File: src/rtl/state_timer.sv
// state_timer: loads the per-state duration on every controller state change,
// counts it down (one decrement every PRESCALE clocks) and returns a one-cycle
// done pulse on expiry. A duration of zero marks an untimed state.
// Optional feature macro: TIMER_PAUSE_EN adds a 'pause' input that freezes
// an active countdown.
module state_timer #(
  parameter int WIDTH    = 19,
  parameter int PRESCALE = 1,
  parameter int PS_W     = 16
) (
  input  logic             clk,
  input  logic             rst,
  input  logic [3:0]       present_state,
  input  logic [WIDTH-1:0] tin,
`ifdef TIMER_PAUSE_EN
  input  logic             pause,
`endif
  output logic [WIDTH-1:0] count,
  output logic             busy,
  output logic             done
);

  typedef enum logic [0:0] {
    IDLE = 1'b0,
    RUN  = 1'b1
  } state_e;

  state_e           state_q, state_d;
  logic [WIDTH-1:0] count_q, count_d;
  logic [PS_W-1:0]  prescaler_q, prescaler_d;
  logic [3:0]       prev_state_q, prev_state_d;
  logic             done_q, done_d;

  logic chg;
  logic tick;
  logic paused;

  assign chg  = (present_state != prev_state_q);
  assign tick = (prescaler_q == PS_W'(PRESCALE - 1));

`ifdef TIMER_PAUSE_EN
  assign paused = pause;
`else
  assign paused = 1'b0;
`endif

  // Next-state logic: a state change always reloads (and wins over expiry),
  // otherwise RUN advances the prescaler and decrements on each tick.
  always_comb begin
    state_d      = state_q;
    count_d      = count_q;
    prescaler_d  = prescaler_q;
    prev_state_d = present_state;
    done_d       = 1'b0;

    case (state_q)
      IDLE: begin
        if (chg) begin
          if (tin != {WIDTH{1'b0}}) begin
            count_d     = tin;
            prescaler_d = {PS_W{1'b0}};
            state_d     = RUN;
          end else begin
            count_d = {WIDTH{1'b0}};
            state_d = IDLE;
          end
        end else begin
          state_d = IDLE;
        end
      end

      RUN: begin
        if (chg) begin
          // Restart on the new state's duration; the aborted run never signals done.
          prescaler_d = {PS_W{1'b0}};
          if (tin != {WIDTH{1'b0}}) begin
            count_d = tin;
            state_d = RUN;
          end else begin
            count_d = {WIDTH{1'b0}};
            state_d = IDLE;
          end
        end else if (paused) begin
          state_d = RUN;
        end else if (count_q == {WIDTH{1'b0}}) begin
          // Unreachable in normal use (RUN is only entered with a nonzero load);
          // fall back to IDLE rather than wrap.
          prescaler_d = {PS_W{1'b0}};
          state_d     = IDLE;
        end else if (tick) begin
          prescaler_d = {PS_W{1'b0}};
          if (count_q == WIDTH'(1)) begin
            count_d = {WIDTH{1'b0}};
            done_d  = 1'b1;
            state_d = IDLE;
          end else begin
            count_d = count_q - WIDTH'(1);
            state_d = RUN;
          end
        end else begin
          prescaler_d = prescaler_q + PS_W'(1);
          state_d     = RUN;
        end
      end

      default: begin
        state_d     = IDLE;
        count_d     = {WIDTH{1'b0}};
        prescaler_d = {PS_W{1'b0}};
      end
    endcase
  end

  // State register with synchronous active-high reset that drops any countdown.
  always_ff @(posedge clk) begin
    if (rst) begin
      state_q      <= IDLE;
      count_q      <= {WIDTH{1'b0}};
      prescaler_q  <= {PS_W{1'b0}};
      prev_state_q <= 4'b0000;
      done_q       <= 1'b0;
    end else begin
      state_q      <= state_d;
      count_q      <= count_d;
      prescaler_q  <= prescaler_d;
      prev_state_q <= prev_state_d;
      done_q       <= done_d;
    end
  end

  assign count = count_q;
  assign busy  = (state_q == RUN);
  assign done  = done_q;

endmodule

File: config.mk
export PLATFORM = sky130hd
export DESIGN_NAME = state_timer
export DESIGN_NICKNAME = d
export VERILOG_FILES = /design/src/rtl/state_timer.sv
export SDC_FILE = /design/constraint.sdc
export NUM_CORES = 1
export LEC_CHECK = 0
export CAP_MARGIN = 0
export CORE_MARGIN = 1.5
export CORE_UTILIZATION = 30
export CTS_CLUSTER_DIAMETER = 50
export CTS_CLUSTER_SIZE = 14
export DETAILED_ROUTE_END_ITERATION = 10
export SYNTH_ARGS = -nofsm -noshare
export SYNTH_HDL_FRONTEND = slang
export SYNTH_SLANG_ARGS = --single-unit
File: constraint.sdc
create_clock -name clk -period 4.03 [get_ports clk]
set_clock_uncertainty 0.1 [all_clocks]
set_input_delay 0.806 -clock clk [delete_from_list [all_inputs] [get_ports clk]]
set_output_delay 0.806 -clock clk [all_outputs]
set_load 0.01 [all_outputs]
# Yosys cells after proc, flatten, opt, wreduce, memory -nomap -nowiden
# Index checks and enable logic that the tools add are counted.
word_totals:
  wordCells: 42
  in_bits: 25
  ff_bits: 41
classes:
  n_bitwise: 2
  n_addsub: 2
  n_mux: 21
  n_reduce_logical: 6
  n_eq_ne: 6
op_table:
  columns: ["operator", "n"]
  rows:
  - ["19-bit two-way mux", 6]
  - ["16-bit two-way mux", 5]
  - ["19-bit case mux with 2 select lines", 1]
  - ["16-bit case mux with 2 select lines", 1]
  - ["19-bit by 1-bit == test with 1-bit output, second input constant", 1]
  - ["19-bit logical NOT", 1]
  - ["19-bit nonzero test", 1]
  - ["19-bit by 1-bit subtractor with 19-bit output, second input constant", 1]
  - ["16-bit by 1-bit adder with 16-bit output, second input constant", 1]
  - ["16-bit logical NOT", 1]
  - ["1-bit two-way mux", 7]
  - ["5-bit OR reduction", 1]
  - ["2-bit != test, second input constant", 2]
  - ["4-bit != test", 1]
  - ["3-bit by 1-bit != test with 1-bit output, second input constant", 1]
  - ["3-bit != test, second input constant", 1]
  - ["3-bit AND reduction", 1]
  - ["1-bit inverter", 2]
  - ["1-bit case mux with 2 select lines", 1]
  - ["2-bit AND reduction", 1]

# Longest topological paths before layout
depth:
  ltp_word: 6
  depth_mapped: 10
  mapped_depth_nobuf: 8

# Worst setup path before layout
# No wires, ideal clock.
synth_timing:
  path_kind: "input port to flip-flop"
  startpoint: "input port present_state[0]"
  endpoint: "register prescaler_q[14]"
  arrival_time_ns: 2.270
  path_slack_ns: 1.590
  stages: 7
  required_time_ns: 3.859
  cell_sequence: "xnor2_1 > and4_2 > clkbuf_8 > a2bb2oi_1 > nand2_1 > or4_1 > a21oi_1"
synth_between:
  elab_chain_cells: 3
  word_cells_on_any_way: 5
  cone_classes: "2 x eq/ne; 2 x mux; 1 x reduce/logical"
synth_rtl:
  columns: ["element", "line_no", "rtl"]
  rows:
  - ["from (decl)", "13", "input logic [3:0] present_state,"]
  - ["4-bit != test (*)", "38", "assign chg = (present_state != prev_state_q);"]
  - ["16-bit two-way mux / 2-bit != test (equally long branches)", null, null]
  - ["16-bit case mux with 2 select lines / 2-bit AND reduction (equally long branches)", null, null]
  - ["to (signal assigned)", "119", "prescaler_q <= {PS_W{1'b0}};"]
  - ["to (signal assigned)", "125", "prescaler_q <= prescaler_d;"]
  - ["to (decl)", "30", "logic [PS_W-1:0] prescaler_q, prescaler_d;"]
# Mark *: on every way between the ends. The rest lies on a longest branch, timed or not.
# A chain may end at the register's enable or synchronous reset.

# Worst setup path after layout
layout_timing:
  startpoint: "register count_q[0] (netlist: count[0])"
  endpoint: "register count_q[13] (netlist: count[13])"
layout_between:
  elab_chain_cells: 6
  word_cells_on_any_way: 10
  cone_classes: "1 x add/sub; 2 x eq/ne; 5 x mux; 2 x reduce/logical"
layout_rtl:
  columns: ["element", "line_no", "rtl"]
  rows:
  - ["from (decl)", "29", "logic [WIDTH-1:0] count_q, count_d;"]
  - ["from (signal assigned)", "118", "count_q <= {WIDTH{1'b0}};"]
  - ["from (signal assigned)", "124", "count_q <= count_d;"]
  - ["19-bit by 1-bit subtractor with 19-bit output / 19-bit by 1-bit == test with 1-bit output (equally long branches)", "97, 92", null]
  - ["19-bit two-way mux", "92", "if (count_q == WIDTH'(1)) begin"]
  - ["19-bit two-way mux", "90", "end else if (tick) begin"]
  - ["19-bit two-way mux", "85", "end else if (count_q == {WIDTH{1'b0}}) begin"]
  - ["19-bit two-way mux", "73", "if (chg) begin"]
  - ["19-bit case mux with 2 select lines", "56", "case (state_q)"]
# Parallel ways exist; a longest one is shown, timed or not. The select of a mux whose other input is x is not followed.

==> results.tsv <==
stage	metric	value	unit
status	status	completed	
final_layout	Nets	383	
drt	Iteration-0 DRC Markers	124	
yosys	post-synth top area share	33.06	%
critical_path	critical path buffer and inverter count	3	
critical_path	worst endpoint required time	4140	ps
floorplanning	Rows	32	
pwr	Max VDD drop	0.1530	mV
yosys	Synth area leaders	dfxtp_1 (33%), nor2_1 (7.6%), xnor2_1 (4.9%), a211oi_1 (4.8%), nor4_1 (3.8%)	
drt	Via-to-Cell Ratio	5.234	
timing	Hold Violations, Final	0	
yosys	Mean Syn Cell Area	7.956	sq um
critical_path	worst r2r path cells	10	
timing	post-layout minimum cycle time	2909	ps
clocking	Sink Count	41	
critical_path	Max stage delay on crit path	460	ps
timing	number of setup violations in the final report	0	
yosys	Mapped Cells	312	
timing	fmax	0.3437	GHz
final_layout	ant diodes	0	
placed_design	GP Congestion	0.8437	
timing	Worst Tran Pin Value	764.0	ps
global_route	grt total ovfl	0	
yosys	synthesized area	2482	sq um
yosys	post-synth top area cell	dfxtp_1	
critical_path	CP cell instances	inv_1, ha_1, nor3b_1, buf_4, and4_1, a211oi_1, nand2b_1, buf_4, nor2_1, a211oi_1	
yosys	Synth cell types	48	
critical_path	CP max FO	27	
clocking	Root Buffer	clkbuf_8	
timing	Final Slew Violations	0	
drt	Post-route DRC	0	
placed_design	DP Cell Count	449	
yosys	register area share after synthesis	33.06	%
drt	Total Wirelength	6548	microns
pwr	Total Power	986.1	uW
clocking	total setup buffers inserted after CTS	0	
clocking	maximum buffer depth of the clock tree	2	
floorplanning	num ports	46	
drt	DRT antenna net count	0	
drt	Vias	2392	
yosys	Yosys warnings	0	
placed_design	port bufs	45	
clocking	post-CTS resize count	0	
critical_path	Largest delay share family, worst path	simple AND/OR/NAND/NOR gates	
timing	RSZ-0062 raised after global routing	false	
final_layout	Layout fillers	804	
pwr	LEAKAGE	0.9920	nW
global_route	number of global-route vias before repair	2206	
floorplanning	Die ar.	8829	sq um
critical_path	CP Data Arrival Time	3020	ps
global_route	global-route usage over all layers	15.64	%
placed_design	Placed Instance Area	2979	sq um
final_layout	fin area	3099	sq um
timing	total negative setup slack	0	ps
critical_path	Worst Setup Start Kind	register	
drt	routed len/inst	14.33	microns
floorplanning	starting density of the core	31.47	%
worst_hold_path	hold depth	1	
final_layout	Layout Cells excl Fill	457	
global_route	first-pass GRT wire length	10980	microns
clocking	clk slew on worst S/H paths	80	ps
clocking	hold_buf cts	0	
critical_path	Critical Path Stages	10	
yosys	EDFF count, synth	0	
critical_path	Crit. End Element	register	
final_layout	layout cells sized above 1	7.606	%
global_route	initial antenna violation count	0	
clocking	clock latency on the worst-skew pair	300	ps
floorplanning	Die X	93.97	microns
floorplanning	CORE AREA	7888	sq um
timing	Rel. slew slack	49.07	%
timing	crit share post-route	72.19	%
pwr	PD cells	318.2	nW/um^2
clocking	CTS Buf Count	5	
drt	1st-pass router iterations	4	
yosys	Post-synth top cells	nor2_1 (50), dfxtp_1 (41), nand2_1 (19)	
floorplanning	chip height	93.97	microns
yosys	most frequent cell after synthesis	nor2_1	
yosys	async set-reset flop share out of synthesis	0	%
yosys	Synth Net Count	341	
yosys	Synth Flop Type	dfxtp_1	
critical_path	critical path's slowest cell	dfxtp_1	
final_layout	Synth-to-Final Area Change	24.85	%
yosys	Seq cells post-synth	41	
critical_path	CP Class	register to register	
placed_design	HPWL Detailed	4799	microns
clocking	H-tree levels	2	
run	Max-Cap Viols	0	
global_route	largest net degree at the start of global routing	28	
clocking	CTS tree	done	
worst_hold_path	worst hold path type	register to register	
==> flip-flops by register name, summed over array words and instances (netlist names) <==
signal and count:
count 19, busy 1, done 1, prescaler_q 16, prev_state_q 4
==> cell usage in the layout (no fill, tap or decap), types with 4 or more instances in the layout <==
cell type	instances
nand4_1	9
clkdlybuf4s50_1	45
buf_4	6
o21ai_0	9
ha_1	4
dfxtp_1	41
nor3_1	15
a211oi_1	16
nor2_1	50
xor2_1	10
a21oi_1	18
nor4_1	15
xnor2_1	14
nand3_1	15
a21oi_2	6
inv_1	9
nor3b_1	4
clkbuf_8	6
nor2b_1	5
nand2_1	19
==> kinds of logic after synthesis <==
group / after synthesis / synth area share [%]
compound gates: 65 / 18.35
mux: 2 / 0.8065
fa+ha+maj: 4 / 2.016
simple gates: 151 / 30.85
flops: 41 / 33.06
xor+xnor: 24 / 8.468
buf+inv: 25 / 6.451
==> metrics by stage <==
| stage | hold slack (ps) | util [%] | setup WS, ps |
|---|---|---|---|
| 2_1_floorplan | 380.4 | - | 1590 |
| 3_3_place_gp | 404.9 | 37.77 | 912.3 |
| 3_5_place_dp | 420.5 | 37.77 | 868.2 |
| 4_1_cts | 438.8 | 39.29 | 1134 |
| 5_1_grt | 466.8 | 39.29 | 809.2 |
| 6_report | 435.9 | 39.29 | 1121 |
==> cell type report <==
type / count / area, sq um / area share [%]
multi-input cells: 246 / 1501 / 48.45
clock inverters: 2 / 37.54 / 1.211
flip-flops and latches: 41 / 820.8 / 26.48
clock buffers: 6 / 82.58 / 2.665
well taps: 102 / 127.6 / 4.118
inverters: 9 / 33.78 / 1.090
repair buffers: 51 / 495.5 / 15.99
==> path summary, 6_finish.rpt <==
kind                        from              to  slack [ps]
setup / recovery        count[0]       count[13]        1120
hold reg to reg   prescaler_q[4]  prescaler_q[4]         440
hold / removal    prescaler_q[4]  prescaler_q[4]         440
setup reg to reg        count[0]       count[13]        1120
==> per-layer routing <==
metal / routed length (microns) / track usage [%]
met4: 89 / 4.975
met3: 349 / 2.913
met2: 2764 / 23.73
met1: 3344 / 22.19
met5: 0 / 0
==> report_power, final <==
group	internal, mW	total, mW	switching (mW)
combinational	0.0952	0.182	0.0871
clock	0.202	0.353	0.151
sequential	0.422	0.451	0.0287
total	0.719	0.986	0.267
Power figures use the tool's default switching activity.
